### src/rtl/rpn_pkg.sv
// rpn_pkg: shared definitions for the RPN stack engine.
//   - 3-bit token opcodes (OP_SUB .. OP_NOP)
//   - engine state encoding (ST_ACCEPT, ST_MUL, ST_EMIT)
//   - small opcode classification helpers used by the engine decode
package rpn_pkg;

  localparam logic [2:0] OP_SUB  = 3'b000;
  localparam logic [2:0] OP_DUP  = 3'b001;
  localparam logic [2:0] OP_SWAP = 3'b010;
  localparam logic [2:0] OP_POP  = 3'b011;
  localparam logic [2:0] OP_ADD  = 3'b100;
  localparam logic [2:0] OP_MUL  = 3'b101;
  localparam logic [2:0] OP_PUSH = 3'b110;
  localparam logic [2:0] OP_NOP  = 3'b111;

  typedef enum logic [1:0] {
    ST_ACCEPT = 2'd0,
    ST_MUL    = 2'd1,
    ST_EMIT   = 2'd2
  } state_t;

  // Number of stack entries an opcode must find before it may execute.
  function automatic logic [1:0] operands_needed(input logic [2:0] op);
    case (op)
      OP_SUB, OP_SWAP, OP_ADD, OP_MUL: operands_needed = 2'd2;
      OP_DUP, OP_POP:                  operands_needed = 2'd1;
      default:                         operands_needed = 2'd0;
    endcase
  endfunction

  // Opcodes that add an entry to the stack (rejected when it is full).
  function automatic logic grows_stack(input logic [2:0] op);
    case (op)
      OP_PUSH, OP_DUP: grows_stack = 1'b1;
      default:         grows_stack = 1'b0;
    endcase
  endfunction

endpackage

### src/rtl/seq_signed_mul.sv
// seq_signed_mul: iterative signed multiplier, one partial product per cycle.
//   Multiplies the operand magnitudes by shift-add and restores the sign at
//   the output. Bit 0 of the multiplier is folded in on the start cycle, so
//   done rises exactly N cycles after start.
// Ports:
//   clk, rst  clock and synchronous active-high reset
//   start     load operands a, b and begin (ignored while busy)
//   busy      multiplication in progress (includes the done cycle)
//   done      product and overflow are valid this cycle
//   product   full 2N-bit signed product a*b
//   overflow  product does not fit in N signed bits
module seq_signed_mul #(
  parameter int N = 16
) (
  input  logic           clk,
  input  logic           rst,
  input  logic           start,
  input  logic [N-1:0]   a,
  input  logic [N-1:0]   b,
  output logic           busy,
  output logic           done,
  output logic [2*N-1:0] product,
  output logic           overflow
);

  localparam int CW = $clog2(N + 1);

  logic [N-1:0]   mag_a_s, mag_b_s;
  logic [N-1:0]   mplier_r;
  logic [2*N-1:0] mcand_r, acc_r;
  logic           neg_r, busy_r;
  logic [CW-1:0]  count_r;

  // Operand magnitudes; -2^(N-1) maps to 2^(N-1), which still fits unsigned.
  always_comb begin
    mag_a_s = a[N-1] ? -a : a;
    mag_b_s = b[N-1] ? -b : b;
  end

  // Shift-add iteration: count_r tracks how many multiplier bits are consumed.
  always_ff @(posedge clk) begin
    if (rst) begin
      busy_r   <= 1'b0;
      neg_r    <= 1'b0;
      count_r  <= {CW{1'b0}};
      acc_r    <= {(2*N){1'b0}};
      mcand_r  <= {(2*N){1'b0}};
      mplier_r <= {N{1'b0}};
    end else if (start && !busy_r) begin
      busy_r   <= 1'b1;
      neg_r    <= a[N-1] ^ b[N-1];
      count_r  <= CW'(1);
      acc_r    <= mag_a_s[0] ? {{N{1'b0}}, mag_b_s} : {(2*N){1'b0}};
      mcand_r  <= {{(N-1){1'b0}}, mag_b_s, 1'b0};
      mplier_r <= mag_a_s >> 1;
    end else if (busy_r && (count_r != CW'(N))) begin
      acc_r    <= mplier_r[0] ? (acc_r + mcand_r) : acc_r;
      mcand_r  <= mcand_r << 1;
      mplier_r <= mplier_r >> 1;
      count_r  <= count_r + CW'(1);
    end else begin
      busy_r   <= 1'b0;
    end
  end

  // Sign fix-up and range check of the finished product.
  always_comb begin
    busy     = busy_r;
    done     = busy_r && (count_r == CW'(N));
    product  = neg_r ? -acc_r : acc_r;
    overflow = ~((&product[2*N-1:N-1]) | ~(|product[2*N-1:N-1]));
  end

endmodule

### src/rtl/rpn_stack_engine.sv
// rpn_stack_engine: evaluates a streamed RPN token sequence on an internal
//   register stack and emits the top of stack with sticky status flags.
// Ports:
//   clk, rst                 clock, synchronous active-high reset
//   in_valid/in_ready        token handshake; in_opcode, in_data, in_last
//   out_valid/out_ready      result handshake; out_data, out_overflow, out_error
//   depth                    current stack occupancy
module rpn_stack_engine
  import rpn_pkg::*;
#(
  parameter int N          = 16,
  parameter int STACK_SIZE = 16
) (
  input  logic                          clk,
  input  logic                          rst,
  input  logic                          in_valid,
  output logic                          in_ready,
  input  logic [2:0]                    in_opcode,
  input  logic [N-1:0]                  in_data,
  input  logic                          in_last,
  output logic                          out_valid,
  input  logic                          out_ready,
  output logic [N-1:0]                  out_data,
  output logic                          out_overflow,
  output logic                          out_error,
  output logic [$clog2(STACK_SIZE+1)-1:0] depth
);

  localparam int DW = $clog2(STACK_SIZE + 1);
  localparam int IW = (STACK_SIZE > 1) ? $clog2(STACK_SIZE) : 1;

  state_t         state_r, state_nxt_s;
  logic [N-1:0]   stack_r [STACK_SIZE];
  logic [DW-1:0]  depth_r, depth_nxt_s;
  logic           ovf_r, err_r, last_r;

  logic           accept_s, underflow_s, full_s, drop_s, mul_start_s;
  logic [IW-1:0]  top_idx_s, sec_idx_s, push_idx_s;
  logic [N-1:0]   a_s, b_s, sum_s, diff_s;
  logic           add_ovf_s, sub_ovf_s, mul_ovf_chk_s;
  logic           wr_push_s, wr_top_s, wr_sec_s, ovf_set_s;
  logic [N-1:0]   push_val_s, top_val_s, sec_val_s;

  logic           mul_busy_s, mul_done_s, mul_ovf_s;
  logic [2*N-1:0] mul_product_s;

  seq_signed_mul #(.N(N)) u_mul (
    .clk      (clk),
    .rst      (rst),
    .start    (mul_start_s),
    .a        (a_s),
    .b        (b_s),
    .busy     (mul_busy_s),
    .done     (mul_done_s),
    .product  (mul_product_s),
    .overflow (mul_ovf_s)
  );

  // Token decode, operand fetch and arithmetic; A sits at depth-1, B below it.
  always_comb begin
    accept_s    = in_valid && (state_r == ST_ACCEPT);
    underflow_s = accept_s && (DW'(operands_needed(in_opcode)) > depth_r);
    full_s      = accept_s && grows_stack(in_opcode) && (depth_r == DW'(STACK_SIZE));
    drop_s      = underflow_s || full_s;
    mul_start_s = accept_s && !drop_s && (in_opcode == OP_MUL);
    top_idx_s   = IW'(depth_r - DW'(1));
    sec_idx_s   = IW'(depth_r - DW'(2));
    push_idx_s  = IW'(depth_r);
    a_s         = stack_r[top_idx_s];
    b_s         = stack_r[sec_idx_s];
    sum_s       = b_s + a_s;
    diff_s      = b_s - a_s;
    add_ovf_s   = (b_s[N-1] == a_s[N-1]) && (sum_s[N-1] != b_s[N-1]);
    sub_ovf_s   = (b_s[N-1] != a_s[N-1]) && (diff_s[N-1] != b_s[N-1]);
    // Independent re-check of the product's upper half against the multiplier flag.
    mul_ovf_chk_s = ~((&mul_product_s[2*N-1:N-1]) | ~(|mul_product_s[2*N-1:N-1]));
  end

  // Stack update plan: which slots are written and the resulting depth.
  always_comb begin
    depth_nxt_s = depth_r;
    wr_push_s   = 1'b0;
    wr_top_s    = 1'b0;
    wr_sec_s    = 1'b0;
    push_val_s  = in_data;
    top_val_s   = b_s;
    sec_val_s   = a_s;
    ovf_set_s   = 1'b0;
    case (state_r)
      ST_ACCEPT: begin
        if (accept_s && !drop_s) begin
          case (in_opcode)
            OP_PUSH: begin
              wr_push_s   = 1'b1;
              depth_nxt_s = depth_r + DW'(1);
            end
            OP_DUP: begin
              wr_push_s   = 1'b1;
              push_val_s  = a_s;
              depth_nxt_s = depth_r + DW'(1);
            end
            OP_POP: depth_nxt_s = depth_r - DW'(1);
            OP_SWAP: begin
              wr_top_s = 1'b1;
              wr_sec_s = 1'b1;
            end
            OP_ADD: begin
              wr_sec_s    = 1'b1;
              sec_val_s   = sum_s;
              depth_nxt_s = depth_r - DW'(1);
              ovf_set_s   = add_ovf_s;
            end
            OP_SUB: begin
              wr_sec_s    = 1'b1;
              sec_val_s   = diff_s;
              depth_nxt_s = depth_r - DW'(1);
              ovf_set_s   = sub_ovf_s;
            end
            default: depth_nxt_s = depth_r;  // MUL completes later; NOP does nothing
          endcase
        end else begin
          depth_nxt_s = depth_r;
        end
      end
      ST_MUL: begin
        if (mul_done_s) begin
          wr_sec_s    = 1'b1;
          sec_val_s   = mul_product_s[N-1:0];
          depth_nxt_s = depth_r - DW'(1);
          ovf_set_s   = mul_ovf_s | mul_ovf_chk_s;
        end else begin
          depth_nxt_s = depth_r;
        end
      end
      ST_EMIT: begin
        if (out_ready) begin
          depth_nxt_s = {DW{1'b0}};
        end else begin
          depth_nxt_s = depth_r;
        end
      end
      default: depth_nxt_s = {DW{1'b0}};
    endcase
  end

  // Stack storage; contents are don't-care after reset, only depth_r matters.
  always_ff @(posedge clk) begin
    if (wr_push_s) stack_r[push_idx_s] <= push_val_s;
    if (wr_top_s)  stack_r[top_idx_s]  <= top_val_s;
    if (wr_sec_s)  stack_r[sec_idx_s]  <= sec_val_s;
  end

  // Depth counter, sticky flags and the deferred in_last of a running MUL.
  always_ff @(posedge clk) begin
    if (rst) begin
      depth_r <= {DW{1'b0}};
      ovf_r   <= 1'b0;
      err_r   <= 1'b0;
      last_r  <= 1'b0;
    end else begin
      depth_r <= depth_nxt_s;
      if ((state_r == ST_EMIT) && out_ready) begin
        ovf_r <= 1'b0;
        err_r <= 1'b0;
      end else begin
        ovf_r <= ovf_r | ovf_set_s;
        err_r <= err_r | drop_s;
      end
      if (mul_start_s) last_r <= in_last;
    end
  end

  // State register.
  always_ff @(posedge clk) begin
    if (rst) state_r <= ST_ACCEPT;
    else     state_r <= state_nxt_s;
  end

  // Next-state logic; a dropped last token still ends the expression.
  always_comb begin
    state_nxt_s = state_r;
    case (state_r)
      ST_ACCEPT: begin
        if (mul_start_s)               state_nxt_s = ST_MUL;
        else if (accept_s && in_last)  state_nxt_s = ST_EMIT;
        else                           state_nxt_s = ST_ACCEPT;
      end
      ST_MUL: begin
        if (mul_done_s)       state_nxt_s = last_r ? ST_EMIT : ST_ACCEPT;
        else if (!mul_busy_s) state_nxt_s = ST_ACCEPT;  // multiplier lost its job: recover
        else                  state_nxt_s = ST_MUL;
      end
      ST_EMIT: begin
        if (out_ready) state_nxt_s = ST_ACCEPT;
        else           state_nxt_s = ST_EMIT;
      end
      default: state_nxt_s = ST_ACCEPT;
    endcase
  end

  // Outputs, all derived from registered state so they hold during EMIT.
  always_comb begin
    in_ready     = (state_r == ST_ACCEPT);
    out_valid    = (state_r == ST_EMIT);
    out_overflow = ovf_r;
    out_error    = err_r | (out_valid && (depth_r != DW'(1)));
    depth        = depth_r;
    if (out_valid && (depth_r != {DW{1'b0}})) out_data = a_s;
    else                                      out_data = {N{1'b0}};
  end

endmodule

### config.mk
export PLATFORM = sky130hd
export DESIGN_NAME = rpn_stack_engine
export DESIGN_NICKNAME = d
export VERILOG_FILES = /design/src/rtl/rpn_pkg.sv /design/src/rtl/seq_signed_mul.sv /design/src/rtl/rpn_stack_engine.sv
export SDC_FILE = /design/constraint.sdc
export NUM_CORES = 1
export LEC_CHECK = 0
export BUFFER_PORTS_ARGS = -buffer_cell sky130_fd_sc_hd__buf_2
export CORE_MARGIN = 1.5
export CORE_UTILIZATION = 45
export DETAILED_ROUTE_END_ITERATION = 10
export SLEW_MARGIN = 20
export SYNTH_ARGS = -nofsm -noshare
export SYNTH_HDL_FRONTEND = slang
export SYNTH_SLANG_ARGS = --single-unit
### constraint.sdc
create_clock -name clk -period 16.25 [get_ports clk]
set_input_delay 0.8125 -clock clk [delete_from_list [all_inputs] [get_ports clk]]
set_output_delay 0.8125 -clock clk [all_outputs]
set_load 0.02 [all_outputs]
==> impl_metrics.toml <==
[status]
status = "complete, no violations"

[place]
pre_cts_slack_ns = 8.63
hpwl_um = 58800
port_buffers = 48
place_inst = 3209
place_congestion = 1.01

[cts]
cts_sinks = 351
clk_latency_ns = 0.60
cts_buffers = 43
cts.clk_slew.worst_paths_ns = 0.06
cts_max_level = 2
cts_resized = 0
root_buffer = "clkbuf_16"
holdBufCountCts = 0
cts_setup_buffers = 0
cts_tree = "built"
clk_path_buf_depth = 3

[synthesis]
synth_cell_types = 94
synth-warning-count = 0
syn_area_um2 = 24700
yosysSeqAreaShare = 0.389
synth_compound_area_frac = 0.178
synth_simple_gate_area_share = 0.156
syn_nets = 2683
yosys.area_share.adder = 0.0401
async_flop_share = 0
synth_enable_flop_cells = 256
synth_xor_area_frac = 0.0368
syn_inst = 2582
synth_ff_type = "edfxtp_1"
avgSynthCellArea_um2 = 9.55
synth_seq_cells = 351
synth_top_family_by_area = "compound AO/OA/AOI/OAI gates"
synthMuxAreaShare = 0.157

[run]
drv_cap = 0

[cells_and_area]
final_common_cell = "nand2_1"
final_layout_size_suffix_gt1_frac = 0.151
multi_input_area_um2 = 14200
mostFrequentLayoutCells = "nand2_1, o21ai_0, edfxtp_1, nor2_1, a21oi_1"
instances_no_fill = 3289
area_growth_syn_to_layout_pct = 9.93
register_area_um2 = 9600
fin_nets = 2661
fillCellCount = 4941

[worst_setup_path]
crit_family = "compound AO/OA/AOI/OAI gates"
cp_max_fo = 49
crit_arrival_ns = 7.92
cp_slowest_cell = "dfxtp_4"
start_kind = "flop"
crit_top_cell = "o21ai_0"
path_cells = "inv_1 -> ha_4 -> buf_4 -> mux4_1 -> mux2_2 -> mux2i_4 -> inv_2 -> ha_1 -> o21a_1 -> o21ai_0 -> a211oi_1 -> o31ai_1 -> o21ai_0 -> and4b_1 -> a21oi_1 -> o211ai_1 -> clkbuf_2 -> o21ai_0"
cpPeakStageDelay_ns = 0.85
worstSetupPathType = "flop to flop"
end_kind = "flop"
worstPathRequired_ns = 16.56
path_buf_inv = 4

[drt]
post_drt_wl_per_cell_um = 25.7
postRouteAntennaNets = 0
vias_per_cell = 6.41
drc = 0
vias = 21080
drtIter0Drc = 2388
wl_um = 84700
firstDrtPassIters = 8

[timing]
period_share = 0.468
min_period_ns = 7.61
max_freq_mhz = 131
rsz0062_at_grt = "false"
tns_ns = 0
finClkSkew_ns = 0.0266
setup_ws_ns = 8.64
report.final.slew_viol_count = 0
finalHoldViolations = 0
setup_viol = 0
worst_pin_slew_ns = 1.14
slew_headroom = 0.238

[floorplan]
core-area_um2 = 54000
pin_count = 49
rows = 85
dieArea_um2 = 56200
start_util = 0.456
die_w_um = 237
die_h_um = 237

[global_routing]
grt-ovfl-total = 0
track_usage = 0.298
grt_pass1_wl_um = 126000
antenna_found_initial = 0
first_global_vias = 19711
grt_max_degree = 67

[power_and_ir_drop]
pwr_density_cell_nw_per_um2 = 144
power.total_w = 0.00391
p_leak_nw = 9.85
irDropWorstVdd_v = 0.0000900

[hold_path]
min_path_type = "flop to flop"
## cell families (layout without fill, tap and decap cells)
logic type,count (synthesis),count (layout)
buf+inv,246,256
flops,351,351
xor+xnor,102,102
mux,196,196
compound gates,718,718
other cells,0,1
fa+ha+maj,78,78
simple gates,891,891
## flip-flops by register name, summed over array words and instances (netlist names)
name / count
err_r: 1
state_r: 2
depth: 5
u_mul.neg_r: 1
last_r: 1
stack_r: 256
u_mul.busy: 1
u_mul.mcand_r: 31
u_mul.count_r: 5
u_mul.acc_r: 32
out_overflow: 1
u_mul.mplier_r: 15
## layer usage
metal / track usage / routed length [um]
met1: 0.401 / 34200
met4: 0.118 / 3550
met5: 0 / 0
met2: 0.486 / 39500
met3: 0.0448 / 7400
## layout make-up
class / instances / area share
clock inverters: 18 / 0.00757
diodes: 1 / 0.0000923
well taps: 696 / 0.0321
flip-flops and latches: 351 / 0.354
repair buffers: 120 / 0.0287
clock buffers: 59 / 0.0442
inverters: 59 / 0.00817
multi-input cells: 1985 / 0.525
## worst min-delay path, cell delays in order (launching register included)
cell and delay [ns]:
dfxtp_1 0.31, nand3_1 0.06, a21oi_1 0.05
## synth_stat cells (7+ instances only)
master,count,area share
and3_1,9,0.0023
buf_4,12,0.0037
a311oi_1,24,0.0085
o21ai_1,33,0.0067
mux4_1,25,0.027
nand3_1,38,0.0077
nand4_1,13,0.0033
o21a_1,13,0.0040
nor2_1,225,0.034
o211ai_1,11,0.0033
dfxtp_1,95,0.077
o31ai_1,12,0.0037
or3_1,14,0.0036
nand2b_1,21,0.0053
ha_1,75,0.038
a21oi_2,10,0.0036
xor2_1,28,0.0099
a21o_1,24,0.0073
clkbuf_1,137,0.021
nand2_1,455,0.069
inv_1,54,0.0082
a22o_1,9,0.0032
mux2i_1,38,0.015
xnor2_1,72,0.026
nor2b_1,27,0.0068
a21oi_1,156,0.032
nor4_1,13,0.0033
a22oi_1,8,0.0024
o22ai_1,19,0.0048
a211oi_1,23,0.0070
and2_1,11,0.0028
mux4_2,116,0.11
a31o_2,7,0.0025
mux2_2,15,0.0068
edfxtp_1,256,0.31
buf_2,23,0.0047
o21ai_0,277,0.056
nor3_1,35,0.0071
nor3b_1,7,0.0021
a31oi_1,26,0.0066
o41ai_1,8,0.0028
buf_1,8,0.0012
## worst paths after layout
path	end	slack [ns]	depth (start not counted)	startpoint
worst max-delay path	stack_r[3][12]	8.64	18	depth[0]
worst min-delay path	u_mul.mplier_r[14]	0.46	2	u_mul.mplier_r[14]
worst max register to register	stack_r[3][12]	8.64	18	depth[0]
worst min register to register	u_mul.mplier_r[14]	0.46	2	u_mul.mplier_r[14]
## where the power goes
part	switching, W	internal, W
clock	0.000410	0.000555
combinational	0.00126	0.000659
sequential	0.0000229	0.000998
## stage by stage
stage	util	area (um^2)	hold WS [ns]
after floorplan	-	24700	0.444
after global placement	0.475	25600	0.452
after detailed placement	0.475	25700	0.457
after CTS	0.501	27100	0.463
after global routing	0.502	27100	0.498
final	0.502	27100	0.465
Power figures use the tool's default switching activity.
